<file path="src/rtl/instruction_encoder_pkg.sv">
// ----------------------------------------------------------------------------
// instruction_encoder_pkg
// Purpose : shared types for the RV32I instruction encoder (program loader).
//           Holds the decoded-field types the encoder consumes, the
//           instruction format enum, opcode constants, the NOP word and the
//           registered field bundle / FSM state types.
// Ports   : none (package).
// Config  : ENCODER_IMM_RANGE_CHECK_EN is consumed by instruction_packer.
// ----------------------------------------------------------------------------
package instruction_encoder_pkg;

    typedef logic [31:0] t_data;
    typedef logic [4:0]  t_register_index;

    typedef enum logic [2:0] {
        ALU_ADD, ALU_SUB, ALU_XOR, ALU_OR, ALU_AND, ALU_SLL, ALU_SRL, ALU_SRA
    } t_alu_operation;

    typedef enum logic [1:0] {
        BRANCH_NONE, BRANCH_NE, BRANCH_JUMP
    } t_branch_condition;

    typedef enum logic [2:0] {
        FMT_R, FMT_I, FMT_S, FMT_B, FMT_J
    } t_instr_format;

    localparam logic [6:0] OPCODE_OP_IMM = 7'b0010011;
    localparam logic [6:0] OPCODE_OP     = 7'b0110011;
    localparam logic [6:0] OPCODE_BRANCH = 7'b1100011;
    localparam logic [6:0] OPCODE_STORE  = 7'b0100011;
    localparam logic [6:0] OPCODE_JAL    = 7'b1101111;

    localparam t_data INSTR_NOP = 32'h0000_0013;

    // Decoded fields captured on acceptance.
    typedef struct packed {
        t_alu_operation    alu_operation;
        t_branch_condition branch_condition;
        logic              memory_write_enable;
        logic              use_immediate;
        t_register_index   destination_register;
        t_register_index   source_register1;
        t_register_index   source_register2;
        t_data             immediate;
    } t_bundle;

    typedef enum logic [1:0] {
        ST_IDLE, ST_ENCODE, ST_WRITE, ST_DONE
    } t_enc_state;

endpackage

</file>
<file path="src/rtl/instruction_encoder_packer.sv">
// ----------------------------------------------------------------------------
// instruction_packer
// Purpose : purely combinational packing of a decoded field bundle into an
//           RV32I instruction word. Unsupported op/class combinations (and,
//           when ENCODER_IMM_RANGE_CHECK_EN is defined, immediates that do not
//           fit their format) produce INSTR_NOP and raise o_unsupported.
// Ports   : i_bundle       registered field bundle
//           o_word         encoded instruction word
//           o_unsupported  word was replaced by NOP
// Config  : ENCODER_IMM_RANGE_CHECK_EN - enable immediate range checking;
//           otherwise immediates are truncated to the format's bits.
// ----------------------------------------------------------------------------
module instruction_packer
    import instruction_encoder_pkg::*;
(
    input  t_bundle i_bundle,
    output t_data   o_word,
    output logic    o_unsupported
);

    t_instr_format w_fmt;
    logic [6:0]    w_opcode;
    logic [2:0]    w_funct3;
    logic [6:0]    w_funct7;
    logic          w_shift;
    logic          w_bad;
    logic          w_range_ok;
    t_data         w_imm;
    t_data         w_raw;

    assign w_imm = i_bundle.immediate;

    // Upper immediate bits only matter for range checking.
    logic w_unused_imm;
    assign w_unused_imm = ^w_imm[31:21];

    // Class selection, in priority order.
    always_comb begin
        w_fmt    = FMT_R;
        w_opcode = OPCODE_OP;
        w_funct3 = 3'b000;
        w_funct7 = 7'b0000000;
        w_shift  = 1'b0;
        w_bad    = 1'b0;
        if (i_bundle.branch_condition == BRANCH_JUMP) begin
            w_fmt    = FMT_J;
            w_opcode = OPCODE_JAL;
        end else if (i_bundle.branch_condition == BRANCH_NE) begin
            w_fmt    = FMT_B;
            w_opcode = OPCODE_BRANCH;
            w_funct3 = 3'b001;
        end else if (i_bundle.memory_write_enable) begin
            w_fmt    = FMT_S;
            w_opcode = OPCODE_STORE;
            w_funct3 = 3'b010;
        end else if (i_bundle.use_immediate) begin
            w_fmt    = FMT_I;
            w_opcode = OPCODE_OP_IMM;
            case (i_bundle.alu_operation)
                ALU_ADD: w_funct3 = 3'b000;
                ALU_XOR: w_funct3 = 3'b100;
                ALU_OR:  w_funct3 = 3'b110;
                ALU_AND: w_funct3 = 3'b111;
                ALU_SLL: begin w_funct3 = 3'b001; w_shift = 1'b1; end
                ALU_SRL: begin w_funct3 = 3'b101; w_shift = 1'b1; end
                ALU_SRA: begin w_funct3 = 3'b101; w_shift = 1'b1; w_funct7 = 7'b0100000; end
                default: w_bad = 1'b1;
            endcase
        end else begin
            case (i_bundle.alu_operation)
                ALU_ADD: w_funct7 = 7'b0000000;
                ALU_SUB: w_funct7 = 7'b0100000;
                default: w_bad = 1'b1;
            endcase
        end
    end

`ifdef ENCODER_IMM_RANGE_CHECK_EN
    // Signed fit: all bits above the format's sign bit equal the sign bit.
    always_comb begin
        w_range_ok = 1'b1;
        case (w_fmt)
            FMT_I: w_range_ok = w_shift ? (w_imm[31:5] == '0)
                                        : ((w_imm[31:11] == '0) || (w_imm[31:11] == '1));
            FMT_S: w_range_ok = (w_imm[31:11] == '0) || (w_imm[31:11] == '1);
            FMT_B: w_range_ok = ((w_imm[31:12] == '0) || (w_imm[31:12] == '1)) && !w_imm[0];
            FMT_J: w_range_ok = ((w_imm[31:20] == '0) || (w_imm[31:20] == '1)) && !w_imm[0];
            default: w_range_ok = 1'b1;
        endcase
    end
`else
    assign w_range_ok = 1'b1;
`endif

    always_comb begin
        w_raw = INSTR_NOP;
        case (w_fmt)
            FMT_R: w_raw = {w_funct7, i_bundle.source_register2, i_bundle.source_register1,
                            w_funct3, i_bundle.destination_register, w_opcode};
            // Shifts carry funct7 in imm[11:5] and shamt in imm[4:0].
            FMT_I: w_raw = w_shift
                         ? {w_funct7, w_imm[4:0], i_bundle.source_register1,
                            w_funct3, i_bundle.destination_register, w_opcode}
                         : {w_imm[11:0], i_bundle.source_register1,
                            w_funct3, i_bundle.destination_register, w_opcode};
            FMT_S: w_raw = {w_imm[11:5], i_bundle.source_register2, i_bundle.source_register1,
                            w_funct3, w_imm[4:0], w_opcode};
            FMT_B: w_raw = {w_imm[12], w_imm[10:5], i_bundle.source_register2,
                            i_bundle.source_register1, w_funct3, w_imm[4:1], w_imm[11], w_opcode};
            FMT_J: w_raw = {w_imm[20], w_imm[10:1], w_imm[11], w_imm[19:12],
                            i_bundle.destination_register, w_opcode};
            default: w_raw = INSTR_NOP;
        endcase
    end

    assign o_unsupported = w_bad || !w_range_ok;
    assign o_word        = o_unsupported ? INSTR_NOP : w_raw;

endmodule

</file>
<file path="src/rtl/instruction_encoder.sv">
// ----------------------------------------------------------------------------
// instruction_encoder
// Purpose : program loader. Accepts decoded field bundles over valid/ready,
//           packs each into an RV32I word (instruction_packer) and writes it
//           to instruction memory at BASE_ADDRESS + 4*count. One word per
//           three cycles: IDLE (accept) -> ENCODE -> WRITE (strobe).
// Ports   : i_clk, i_reset_n (sync, active low)
//           i_valid/o_ready/i_last       bundle handshake
//           i_alu_operation .. i_immediate decoded fields
//           i_restart                    leave DONE, clear count and error
//           o_memory_write_enable/address/write_data  memory write port
//           o_count                      words written (saturates at DEPTH)
//           o_done, o_error              program complete / sticky error
// Config  : ENCODER_IMM_RANGE_CHECK_EN (see instruction_packer).
// ----------------------------------------------------------------------------
module instruction_encoder
    import instruction_encoder_pkg::*;
#(
    parameter t_data BASE_ADDRESS = 32'h0000_0000,
    parameter int    DEPTH        = 256
) (
    input  logic                     i_clk,
    input  logic                     i_reset_n,
    input  logic                     i_valid,
    output logic                     o_ready,
    input  logic                     i_last,
    input  t_alu_operation           i_alu_operation,
    input  t_branch_condition        i_branch_condition,
    input  logic                     i_memory_write_enable,
    input  logic                     i_use_immediate,
    input  t_register_index          i_destination_register,
    input  t_register_index          i_source_register1,
    input  t_register_index          i_source_register2,
    input  t_data                    i_immediate,
    input  logic                     i_restart,
    output logic                     o_memory_write_enable,
    output t_data                    o_memory_address,
    output t_data                    o_memory_write_data,
    output logic [$clog2(DEPTH):0]   o_count,
    output logic                     o_done,
    output logic                     o_error
);

    localparam int CW = $clog2(DEPTH) + 1;

    t_enc_state    r_state, w_next;
    t_bundle       r_fields;
    logic          r_last;
    t_data         r_word;
    logic [CW-1:0] r_count;
    logic          r_error;

    t_data         w_word;
    logic          w_unsupported;
    logic          w_accept;
    logic          w_full;

    instruction_packer u_packer (
        .i_bundle      (r_fields),
        .o_word        (w_word),
        .o_unsupported (w_unsupported)
    );

    assign w_full = (r_count == CW'(DEPTH));

    always_ff @(posedge i_clk) begin
        if (!i_reset_n) r_state <= ST_IDLE;
        else            r_state <= w_next;
    end

    always_comb begin
        w_next                = r_state;
        o_ready               = 1'b0;
        o_memory_write_enable = 1'b0;
        o_done                = 1'b0;
        w_accept              = 1'b0;
        case (r_state)
            ST_IDLE: begin
                o_ready = 1'b1;
                if (i_valid) begin
                    w_accept = 1'b1;
                    // A bundle arriving with memory full is dropped and aborts the program.
                    w_next   = w_full ? ST_DONE : ST_ENCODE;
                end
            end
            ST_ENCODE: w_next = ST_WRITE;
            ST_WRITE: begin
                o_memory_write_enable = 1'b1;
                w_next = r_last ? ST_DONE : ST_IDLE;
            end
            ST_DONE: begin
                o_done = 1'b1;
                if (i_restart) w_next = ST_IDLE;
            end
            default: w_next = ST_IDLE;
        endcase
    end

    always_ff @(posedge i_clk) begin
        if (!i_reset_n) begin
            r_fields <= '0;
            r_last   <= 1'b0;
            r_word   <= '0;
            r_count  <= '0;
            r_error  <= 1'b0;
        end else begin
            if (w_accept) begin
                r_fields.alu_operation        <= i_alu_operation;
                r_fields.branch_condition     <= i_branch_condition;
                r_fields.memory_write_enable  <= i_memory_write_enable;
                r_fields.use_immediate        <= i_use_immediate;
                r_fields.destination_register <= i_destination_register;
                r_fields.source_register1     <= i_source_register1;
                r_fields.source_register2     <= i_source_register2;
                r_fields.immediate            <= i_immediate;
                r_last                        <= i_last;
                if (w_full) r_error <= 1'b1;
            end
            if (r_state == ST_ENCODE) begin
                r_word <= w_word;
                if (w_unsupported) r_error <= 1'b1;
            end
            if (r_state == ST_WRITE && !w_full) r_count <= r_count + CW'(1);
            if (r_state == ST_DONE && i_restart) begin
                r_count <= '0;
                r_error <= 1'b0;
            end
        end
    end

    // Address/data are driven only during the strobe so idle outputs read 0.
    assign o_memory_address    = o_memory_write_enable ? (BASE_ADDRESS + (32'(r_count) << 2)) : '0;
    assign o_memory_write_data = o_memory_write_enable ? r_word : '0;
    assign o_count             = r_count;
    assign o_error             = r_error;

endmodule

</file>
<file path="config.mk">
export PLATFORM = sky130hd
export DESIGN_NAME = instruction_encoder
export DESIGN_NICKNAME = d
export VERILOG_FILES = /design/src/rtl/instruction_encoder_pkg.sv /design/src/rtl/instruction_encoder_packer.sv /design/src/rtl/instruction_encoder.sv
export SDC_FILE = /design/constraint.sdc
export NUM_CORES = 1
export LEC_CHECK = 0
export CORE_MARGIN = 5
export CORE_UTILIZATION = 40
export CTS_BUF_LIST = sky130_fd_sc_hd__clkbuf_4 sky130_fd_sc_hd__clkbuf_8
export CTS_CLUSTER_SIZE = 10
export DETAILED_ROUTE_END_ITERATION = 12
export PLACE_DENSITY = 0.83
export SYNTH_ARGS = -nofsm -noshare
export SYNTH_HDL_FRONTEND = slang
export SYNTH_SLANG_ARGS = --single-unit
</file>
<file path="constraint.sdc">
create_clock -name i_clk -period 3.05 [get_ports i_clk]
set_input_delay 0.61 -clock i_clk [delete_from_list [all_inputs] [get_ports i_clk]]
set_output_delay 0.61 -clock i_clk [all_outputs]
set_load 0.05 [all_outputs]
</file>
==> flow_summary.json, run 1 <==
{
  "dr.pass1.iters": 4,
  "antenna_found_initial": 0,
  "slowest_delay_ns": 0.81,
  "hp-class": "flip-flop to flip-flop",
  "synth_cell_types": 53,
  "synth_top_family_by_area": "simple AND/OR/NAND/NOR gates",
  "setup_slack_ns": 0.309,
  "ir_drop_uv": 261,
  "drv_slew": 0,
  "post-dp-hpwl_mm": 7.96,
  "cts_tree": "done",
  "fillers": 906,
  "arrival_ns": 2.13,
  "combPwrFrac_pct": 18.1,
  "core_area_sq_um": 10200,
  "ys_seq_area_share_pct": 41.6,
  "critPathKind": "flip-flop to primary output",
  "syn_inst": 488,
  "p_int_w": 0.00166,
  "port_buffers": 101,
  "die_w_microns": 112,
  "max_freq_mhz": 365,
  "grt.overflow.total": 0,
  "num_vias": 3502,
  "setup_violations": 0,
  "grt_pass1_wl_mm": 17.2,
  "clock_path_buffers": 2,
  "cap_violations": 0,
  "required_ns": 2.44,
  "fin_crit_sh_pct": 89.9,
  "cp_slowest_cell": "clkdlybuf4s50_1",
  "skew_ns": 0.0116,
  "grt_setup_unrepaired": "false",
  "tightest_slew_ns": 0.611,
  "p_sw_w": 0.000741,
  "crit_fanout": 10,
  "finalSetupTns_ns": 0,
  "grtUsageTotal_pct": 16.6,
  "power_density_nw_per_um2": 432,
  "clockPowerShare_pct": 30.5,
  "gp_congestion": 0.799,
  "ys_ff_latch": 86,
  "endpoint_kind": "primary output",
  "vias_per_cell": 4.90,
  "drive_gt1_share_pct": 13.8,
  "route.detailed.drc": 0,
  "swShare_pct": 30.8,
  "initial_utilization_pct": 40.6,
  "die_y_microns": 112,
  "std_cell_rows": 37,
  "antenna_cells": 0,
  "ctsResizeCount": 0,
  "post_synth_xor_area_fraction_pct": 1.69,
  "nets": 636,
  "crit_chain": "nand2b_1 -> nor2_1 -> clkdlybuf4s50_1",
  "routed_wirelength_mm": 10.5,
  "pwr-share-seq_pct": 51.3,
  "synthSimpleGateAreaFrac_pct": 22.9,
  "grt_max_degree": 51,
  "synth_compound_area_share_pct": 20.1,
  "ios": 136,
  "hold_viol": 0,
  "ys_warn_count": 0,
  "clk_pin_slew_worst_paths_ns": 0.09,
  "grt_pass1_vias": 3515,
  "synth_area_sq_um": 4140,
  "status": "complete, no violations",
  "p_leak_nw": 2.12,
  "clock-sinks": 86,
  "slew_headroom_pct": 59.1,
  "yosys.area_share.adder_pct": 1.21,
  "htreeDepth": 3,
  "numCtsBuffers": 9,
  "syn2layout_area_growth_pct": 34.6,
  "drtIter0Drc": 181,
  "start_kind": "flip-flop",
  "hold_buffers": 0,
  "die_area_sq_um": 12500,
  "final_antenna_net_count": 0,
  "avgSynthCellArea_sq_um": 8.48,
  "synth_mux_area_share_pct": 2.18,
  "cts_root_buffer": "clkbuf_8",
  "period_needed_ns": 2.74,
  "clock_latency_ns": 0.35,
  "cts_setup_buffers": 0,
  "dpl_worst_slack_ns": 0.658,
  "drt-wirelength-per-cell_microns": 14.7
}
placed cells by master (no fill, tap or decap), types with 3 or more instances in the layout:
cell             Yosys  routed
nor2b_1              6       4
conb_1               1      23
o21ai_2              8       8
buf_4               29      16
a22oi_1             10      10
o21ai_0             17      17
nand2b_1             3       3
nand2_1            117     117
a21boi_0            42      42
nor2_1              19      19
dfxtp_1             86      86
clkdlybuf4s50_1      0      62
nor3_1               3       3
ha_1                 4       4
clkbuf_8             0       9
a21o_1               3       3
mux2i_1              9       9
xnor2_1              5       5
a21oi_1              4       4
xor2_1               3       3
inv_1                9       9
buf_12               1      32
a22o_1               9       9
a21boi_1             3       3
and2_1              39      39
stage by stage:
stage | hold WS [ns] | area (sq um) | power [W] | util (%) | instances
3_5_place_dp | 0.444 | 5390 | 0.00169 | 52.9 | 698
3_3_place_gp | 0.430 | 5390 | 0.00168 | 52.9 | 698
6_report | 0.466 | 5570 | 0.00240 | 54.7 | 714
5_1_grt | 0.486 | 5570 | 0.00252 | 54.7 | 714
4_1_cts | 0.466 | 5570 | 0.00242 | 54.7 | 714
2_1_floorplan | 0.417 | 4220 | 0.00158 | - | 510
layout make-up:
cell class,count,area [sq um],share of cell area (%)
Clock buffer,10,131,2.36
Clock inverter,6,46.3,0.831
Sequential cell,86,1720,30.9
Tap cell,136,170,3.06
Multi-Input combinational cell,357,2080,37.4
Inverter,9,33.8,0.607
Timing Repair Buffer,110,1380,24.8
power by group through the flow:
| stage | clock network [W] | registers, W | logic [W] |
|---|---|---|---|
| floorplan | 0 | 0.00124 | 0.000339 |
| global placement | 0 | 0.00125 | 0.000424 |
| detailed placement | 0 | 0.00126 | 0.000435 |
| CTS | 0.000752 | 0.00123 | 0.000437 |
| global route | 0.000799 | 0.00124 | 0.000477 |
| finish | 0.000734 | 0.00123 | 0.000436 |
metal layers:
layer  GRT usage [%]  up-vias  part of all wire, %
met2            28.6      127                   49
li1                -     1739                    -
met5               0        -                    0
met4            4.38        0                  1.5
met1            19.8     1618                   42
met3            5.43       18                  7.3
synth_stat cells, drive strengths merged:
| cell type | n | area share (%) |
|---|---|---|
| nand3 | 1 | 0.12 |
| buf | 42 | 8.0 |
| a22o | 9 | 1.9 |
| a32oi | 1 | 0.21 |
| a21oi | 5 | 0.70 |
| a22oi | 12 | 2.6 |
| nor3b | 1 | 0.18 |
| xor2 | 3 | 0.64 |
| a21o | 3 | 0.54 |
| conb | 1 | 0.091 |
| a222oi | 1 | 0.24 |
| nor3 | 3 | 0.36 |
| or3 | 2 | 0.42 |
| nor4 | 1 | 0.15 |
| o211a | 1 | 0.24 |
| inv | 9 | 0.82 |
| nand3b | 1 | 0.18 |
| nand4 | 2 | 0.30 |
| clkbuf | 16 | 1.5 |
| or2 | 1 | 0.15 |
| nand2b | 3 | 0.45 |
| nor4bb | 1 | 0.24 |
| dfxtp | 86 | 42 |
| o211ai | 1 | 0.18 |
| o21ai | 25 | 3.8 |
| and4b | 1 | 0.24 |
| nand2 | 118 | 11 |
| nor2 | 19 | 1.7 |
| xnor2 | 5 | 1.1 |
| a31oi | 1 | 0.15 |
| o21a | 1 | 0.18 |
| nand4bb | 1 | 0.27 |
| and3 | 1 | 0.15 |
| mux2i | 9 | 2.2 |
| ha | 4 | 1.2 |
| a32o | 1 | 0.24 |
| o21bai | 1 | 0.18 |
| nor2b | 7 | 1.2 |
| a221oi | 2 | 0.42 |
| and2 | 39 | 5.9 |
| a211oi | 2 | 0.36 |
| a21boi | 45 | 8.2 |
worst max-delay path: cells and delay by family, from the launching register on:
kind / cells / cell delay [ns]
buffers and inverters: 1 / 0.81
and+or+nand+nor: 2 / 0.39
DFF: 1 / 0.57
flip-flops by register name (all words and copies together) (netlist names):
name,count
o_count,9
o_error,1
r_fields,43
r_last,1
r_state,2
r_word,30
cell families after synthesis:
group,after synthesis
buffers and inverters,67
other,1
multiplexers,9
flip-flops,86
AO/OA/AOI/OAI,111
XOR/XNOR,8
AND/OR/NAND/NOR,202
adder cells (fa/ha/maj),4
path summary, 6_finish.rpt:
| check | startpoint | endpoint | slack, ns | cells past startpoint |
|---|---|---|---|---|
| setup / recovery | r_state[1] | o_memory_address[3] | 0.31 | 3 |
| setup reg to reg | r_fields[50] | r_word[15] | 0.83 | 7 |
| hold reg to reg | r_word[17] | r_word[17] | 0.47 | 2 |
| hold / removal | r_word[17] | r_word[17] | 0.47 | 2 |
Note: power is estimated with default switching activity, not from simulation.
==> inputs of run 2 (changes only) <==
--- a/config.mk
+++ b/config.mk
@@ -11,6 +11,7 @@
 export CTS_CLUSTER_SIZE = 10
 export DETAILED_ROUTE_END_ITERATION = 12
 export PLACE_DENSITY = 0.83
+export SKIP_LAST_GASP = 1
 export SYNTH_ARGS = -nofsm -noshare
 export SYNTH_HDL_FRONTEND = slang
 export SYNTH_SLANG_ARGS = --single-unit
==> results of run 2 <==
No change in the layout: final DEF, timing and power equal those of run 1.
==> RTL change 1 (settings of run 2) <==
One comparison of `r_count` changes from == to >=.
--- a/src/rtl/instruction_encoder.sv
+++ b/src/rtl/instruction_encoder.sv
@@ -63,3 +63,3 @@
 
-    assign w_full = (r_count == CW'(DEPTH));
+    assign w_full = (r_count >= CW'(DEPTH));
 
Behaviour: no difference found for any inputs over 10 cycles, from zero or initial values and one cycle with i_reset_n low; that may be too few to reach the edited logic, so the function may still have changed.
==> RTL change 1 against run 2 <==
  * Routed wire length decreased by 3.8%
  * Setup slack got worse by 0.054 ns
  * Clock power increased by 2%
  * Final area decreased by 7.0%
  * Combinational power increased by 3%
  * Sequential cell count unchanged
  * Total power increased by 0.99%
  * Area after synthesis about the same
  * Via count decreased by 1.3%
==> RTL change 1: results (changes against run 2) <==
Status
  – Outcome: finished, final reports clean

Routing
  – DR iter-0 viols: 124 (-31%)
  – Wire length on met1: 4520 um (+1.7%)
  – Drt via density: 4.89 (-0.37%)
  – DR WL met3: 588 um (-24%)
  – Max layer used: met4
  – Routed wire length on met2: 4950 um (-3.6%)
  – Iteration count of the initial detailed-routing pass: 4 (unchanged)
  – Routed len/inst: 14.3 um (-2.8%)

Place
  – Detail Placement HPWL: 7340 um (-7.8%)
  – Placed cell area: 5000 um2 (-7.3%)
  – Buffers on Ports: 101 (unchanged)
  – GP Congestion: 0.808 (+1.1%)

Setup path
  – R2r startpoint: r_fields[49]
  – RR Endpoint: r_word[10]
  – Crit path from: r_state[1]
  – Critical path capture point: o_memory_write_data[27]
  – Critical Path AT: 2.19 ns (+0.06 ns)
  – Register-to-Register Path Depth: 6 (-1)
  – Crit path max fanout: 16 (+6)
  – Reg2Reg Setup Slack: 0.96 ns (+0.13 ns)

Synth
  – Post-synthesis xor/xnor area fraction: 1.48% (-0.21 points)
  – Synth Area in Adders: 0.907% (-0.30 points)
  – Synth top area cells: dfxtp_1 (42%), nand2_1 (11%), a21boi_1 (6.5%)
  – Post-synthesis mux area share: 1.45% (-0.73 points)
  – Sequential area share after synthesis: 41.6% (about the same)
  – Post-synth cell types: 57 (+7.5%)
  – Post-synthesis compound-gate area fraction: 19.6% (-0.56 points)
  – Most frequent cells after synthesis: nand2_1 (122), dfxtp_1 (86), and2_1 (41)

Clock tree
  – Setup Buffers After CTS: 0 (unchanged)
  – Clock Latency Late Sink: 0.35 ns (about the same)
  – CTS buffer count: 9 (unchanged)
  – Clock slew at reported path FFs: 0.09 ns (about the same)

Cells and area
  – Diode count: 0 (unchanged)
  – Biggest register: r_fields
  – Share of layout cells above drive strength 1: 11.6% (-2.3 points)
  – Max reg flops: 43 (unchanged)
  – Final nets: 628 (-1.3%)

GRT
  – Vias in the first global route: 3,342 (-4.9%)
  – GRT Total Usage: 15.7% (-0.85 points)
  – Antenna violations before repair: 0 (unchanged)
  – Routing usage on met3: 3.37% (-2.1 points)
  – Met1 GRT Util: 20.1% (+0.30 points)
  – First-pass GRT wire length: 16,200 um (-5.5%)
  – GR Util met2: 27.1% (-1.5 points)
  – Largest net degree at the start of global routing: 45 (-12%)

Timing
  – Rel. slew slack: 41.1% (-18 points)
  – Clk_skew: 0.00806 ns (-0.00353 ns)

Worst hold path
  – Hold crit path type: register to register

Power and ir drop
  – Leakage: 2.01 nW (-5.2%)
  – Net Sw Power: 766 uW (+3.4%)
  – Max rail drop VDD: 0.259 mV (-0.53%)
## RTL change 1: cell types whose count changed in the layout (fill, tap and decap cells not counted), sizes merged, moves of 3 or more
cell and delta:
a22o -3, a21boi +3, nor2 -3, mux2i -3, nand3 +3, inv -4, clkdlybuf4s50 +11, nand2 +4
buf -14, a22oi -3
## RTL change 1: stage by stage
stage                     hold WS [ns]  setup WS [ns]  std cells  util (%)  total power [mW]
after global routing             0.470          0.136        707      50.6              2.55
final                            0.448          0.255        707      50.6              2.43
after global placement           0.427          0.677        691      48.8              1.69
after CTS                        0.450          0.221        707      50.6              2.45
after detailed placement         0.434          0.616        691      48.8              1.70
after floorplan                  0.417          0.659        508         -              1.60
## RTL change 1: area by class of cell
cell class,count,area [um2]
inverters,4,15.0
flip-flops and latches,86,1720
repair buffers,107,996
multi-input cells,358,2090
clock buffers,9,124
clock inverters,7,57.6
fillers,955,5050
well taps,136,170
## RTL change 1: power groups by stage
stage	Clock [mW]	Combinational, mW	Sequential, mW
2_1_floorplan	0	0.361	1.24
3_3_place_gp	0	0.440	1.25
3_5_place_dp	0	0.450	1.25
4_1_cts	0.768	0.452	1.23
5_1_grt	0.818	0.491	1.24
6_report	0.749	0.450	1.23
## RTL change 1: worst min-delay path by stage
stage	from	to	slack (ns)	cells past startpoint
floorplan	r_word[10]	r_word[10]	0.42	2
global placement	r_word[11]	r_word[11]	0.43	2
detailed placement	r_word[14]	r_word[14]	0.43	2
CTS	r_word[30]	r_word[30]	0.45	2
global route	r_word[23]	r_word[23]	0.47	2
finish	r_word[23]	r_word[23]	0.45	2
## RTL change 1: worst max-delay path, stage by stage (launching register included)
cell and delay, ns:
dfxtp_1 0.34, inv_1 0.06, nor2_2 0.43, and2_1 0.21, clkdlybuf4s50_1 0.80
==> RTL change 2 (settings of run 2) <==
Made on the original files. The parameter `DEPTH` goes from 256 to 128.
--- a/src/rtl/instruction_encoder.sv
+++ b/src/rtl/instruction_encoder.sv
@@ -19,3 +19,3 @@
     parameter t_data BASE_ADDRESS = 32'h0000_0000,
-    parameter int    DEPTH        = 256
+    parameter int    DEPTH        = 128
 ) (
Ports: changed (resized o_count); port bits go from 136 to 135. The function was not compared with the original's and may differ.
==> RTL change 2 against run 2 <==
  * Total power grew 1.3%
  * Routed wire length is 6.3% lower
  * Area after synthesis is 2.8% lower
  * Final area fell by 7.2%
  * Setup slack better by 0.13 ns
  * Non-clock buffer count decreased by 4
  * Register-to-register slack got worse by 0.07 ns
  * Sequential cell count down 1
==> RTL change 2: results (changes against run 2) <==
Synth
  – Synth top area cells: dfxtp_1 (42%), nand2_1 (11%), a21boi_0 (7.8%)
  – Post-Synthesis Cells: 483 (-1.0%)
  – Most frequent cells after synthesis: nand2_1 (116), dfxtp_1 (85), a21boi_0 (42)
  – Post-synth cell types: 50 (-5.7%)
  – Synth Flop Type: dfxtp_1
  – Sequential area share after synthesis: 42.3% (+0.69 points)
  – Yosys warns: 0 (unchanged)
  – Async S/R FF share, synth: 0% (unchanged)

Timing
  – Rel. slew slack: 53.8% (-5.3 points)
  – Clk_skew: 0.0105 ns (-0.00112 ns)

Setup path
  – Critical Path AT: 2.00 ns (-0.13 ns)
  – Crit path max fanout: 9 (-1)

GRT
  – First-pass GRT wire length: 15,600 um (-9.4%)
  – Vias in the first global route: 3,205 (-8.8%)
  – Total grt overflow: 0 (unchanged)
  – GRT Total Usage: 16.5% (-0.033 points)
  – Antenna violations before repair: 0 (unchanged)
  – Largest net degree at the start of global routing: 45 (-12%)

Routing
  – Drt via density: 4.86 (-0.96%)
  – DR iter-0 viols: 179 (-1.1%)
  – Post-Route WL: 9840 um (-6.3%)
  – Routed len/inst: 14.0 um (-4.7%)
  – Iteration count of the initial detailed-routing pass: 6 (+2)

Power and ir drop
  – Clock power frac: 32.7% (+2.2 points)
  – Net Sw Power: 721 uW (-2.6%)
  – Flop pwr share: 49.9% (-1.4 points)
  – Leakage: 2.00 nW (-5.8%)
  – Max rail drop VDD: 0.194 mV (-26%)
  – Power consumption: 2.44 mW (+1.3%)

Clock tree
  – CTS buffer count: 9 (unchanged)
  – Clock root cell: clkbuf_8
  – CTS resizes: 0 (unchanged)
  – Clock Tree Buf Depth: 2 (unchanged)
  – # H-tree levels: 3 (unchanged)
  – Clock Latency Late Sink: 0.37 ns (+0.02 ns)
  – Setup Buffers After CTS: 0 (unchanged)
  – Clock slew at reported path FFs: 0.09 ns (about the same)

Place
  – Placed cell count: 686 (-1.7%)
  – GP Congestion: 0.823 (+3.1%)
  – Placed cell area: 4970 um2 (-7.8%)
  – Detail Placement HPWL: 7360 um (-7.4%)
  – Buffers on Ports: 99 (-2.0%)

Cells and area
  – Biggest register: r_fields
  – Fillers: 873 (-3.6%)
  – Share of layout cells above drive strength 1: 12.1% (-1.7 points)
  – Final nets: 627 (-1.4%)
  – Diode count: 0 (unchanged)
  – Max reg flops: 43 (unchanged)

Worst hold path
  – Hold crit path type: register to register

Status
  – Outcome: finished, final reports clean
-- RTL change 2: worst max-delay path: stages, from the launching register on --
cell and delay [ns]:
dfxtp_1 0.50, nand3b_1 0.23, inv_1 0.10, clkdlybuf4s50_1 0.80
-- RTL change 2: metrics by stage --
step / worst slack (ns) / hold WS [ns] / util, %
after CTS: 0.440 / 0.449 / 52.9
after global routing: 0.324 / 0.468 / 52.9
final: 0.443 / 0.446 / 52.9
after floorplan: 0.671 / 0.417 / -
after detailed placement: 0.603 / 0.437 / 50.9
after global placement: 0.677 / 0.430 / 50.9
-- RTL change 2: cells by family (layout without fill, tap and decap cells) --
kind of cell	after synthesis	in the layout	synth area share (%)
and+or+nand+nor	198	198	22.7
AOI/OAI and AO/OA	112	112	19.9
DFF	85	85	42.3
buffers and inverters	68	131	10.1
muxes	9	9	2.24
xor gates and xnor gates	6	6	1.31
adders and majority gates	4	4	1.24
other	1	24	0.0933
-- RTL change 2: cell type report --
cell class | instances | area (um2) | area share (%)
sequential | 85 | 1700 | 32.9
multi-input combinational | 353 | 2010 | 38.9
clock buffer | 10 | 131 | 2.54
timing repair buffer | 106 | 1060 | 20.5
inverter | 9 | 33.8 | 0.654
tap | 133 | 166 | 3.22
clock inverter | 6 | 63.8 | 1.24
-- RTL change 2: per-layer routing --
metal	up-vias	track usage (%)	part of all wire [%]
met1	1579	19.4	41
li1	1714	-	-
met3	17	3.26	6.3
met5	-	0	0
met2	100	29.1	51
met4	0	7.21	2.0
-- RTL change 2: path summary, 6_finish.rpt --
kind,end,from,slack [ns],cells after the start
max,o_memory_address[4],r_state[1],0.44,3
min,r_word[18],r_word[18],0.45,2
max reg2reg,r_word[7],r_fields[50],0.76,6
min reg2reg,r_word[18],r_word[18],0.45,2
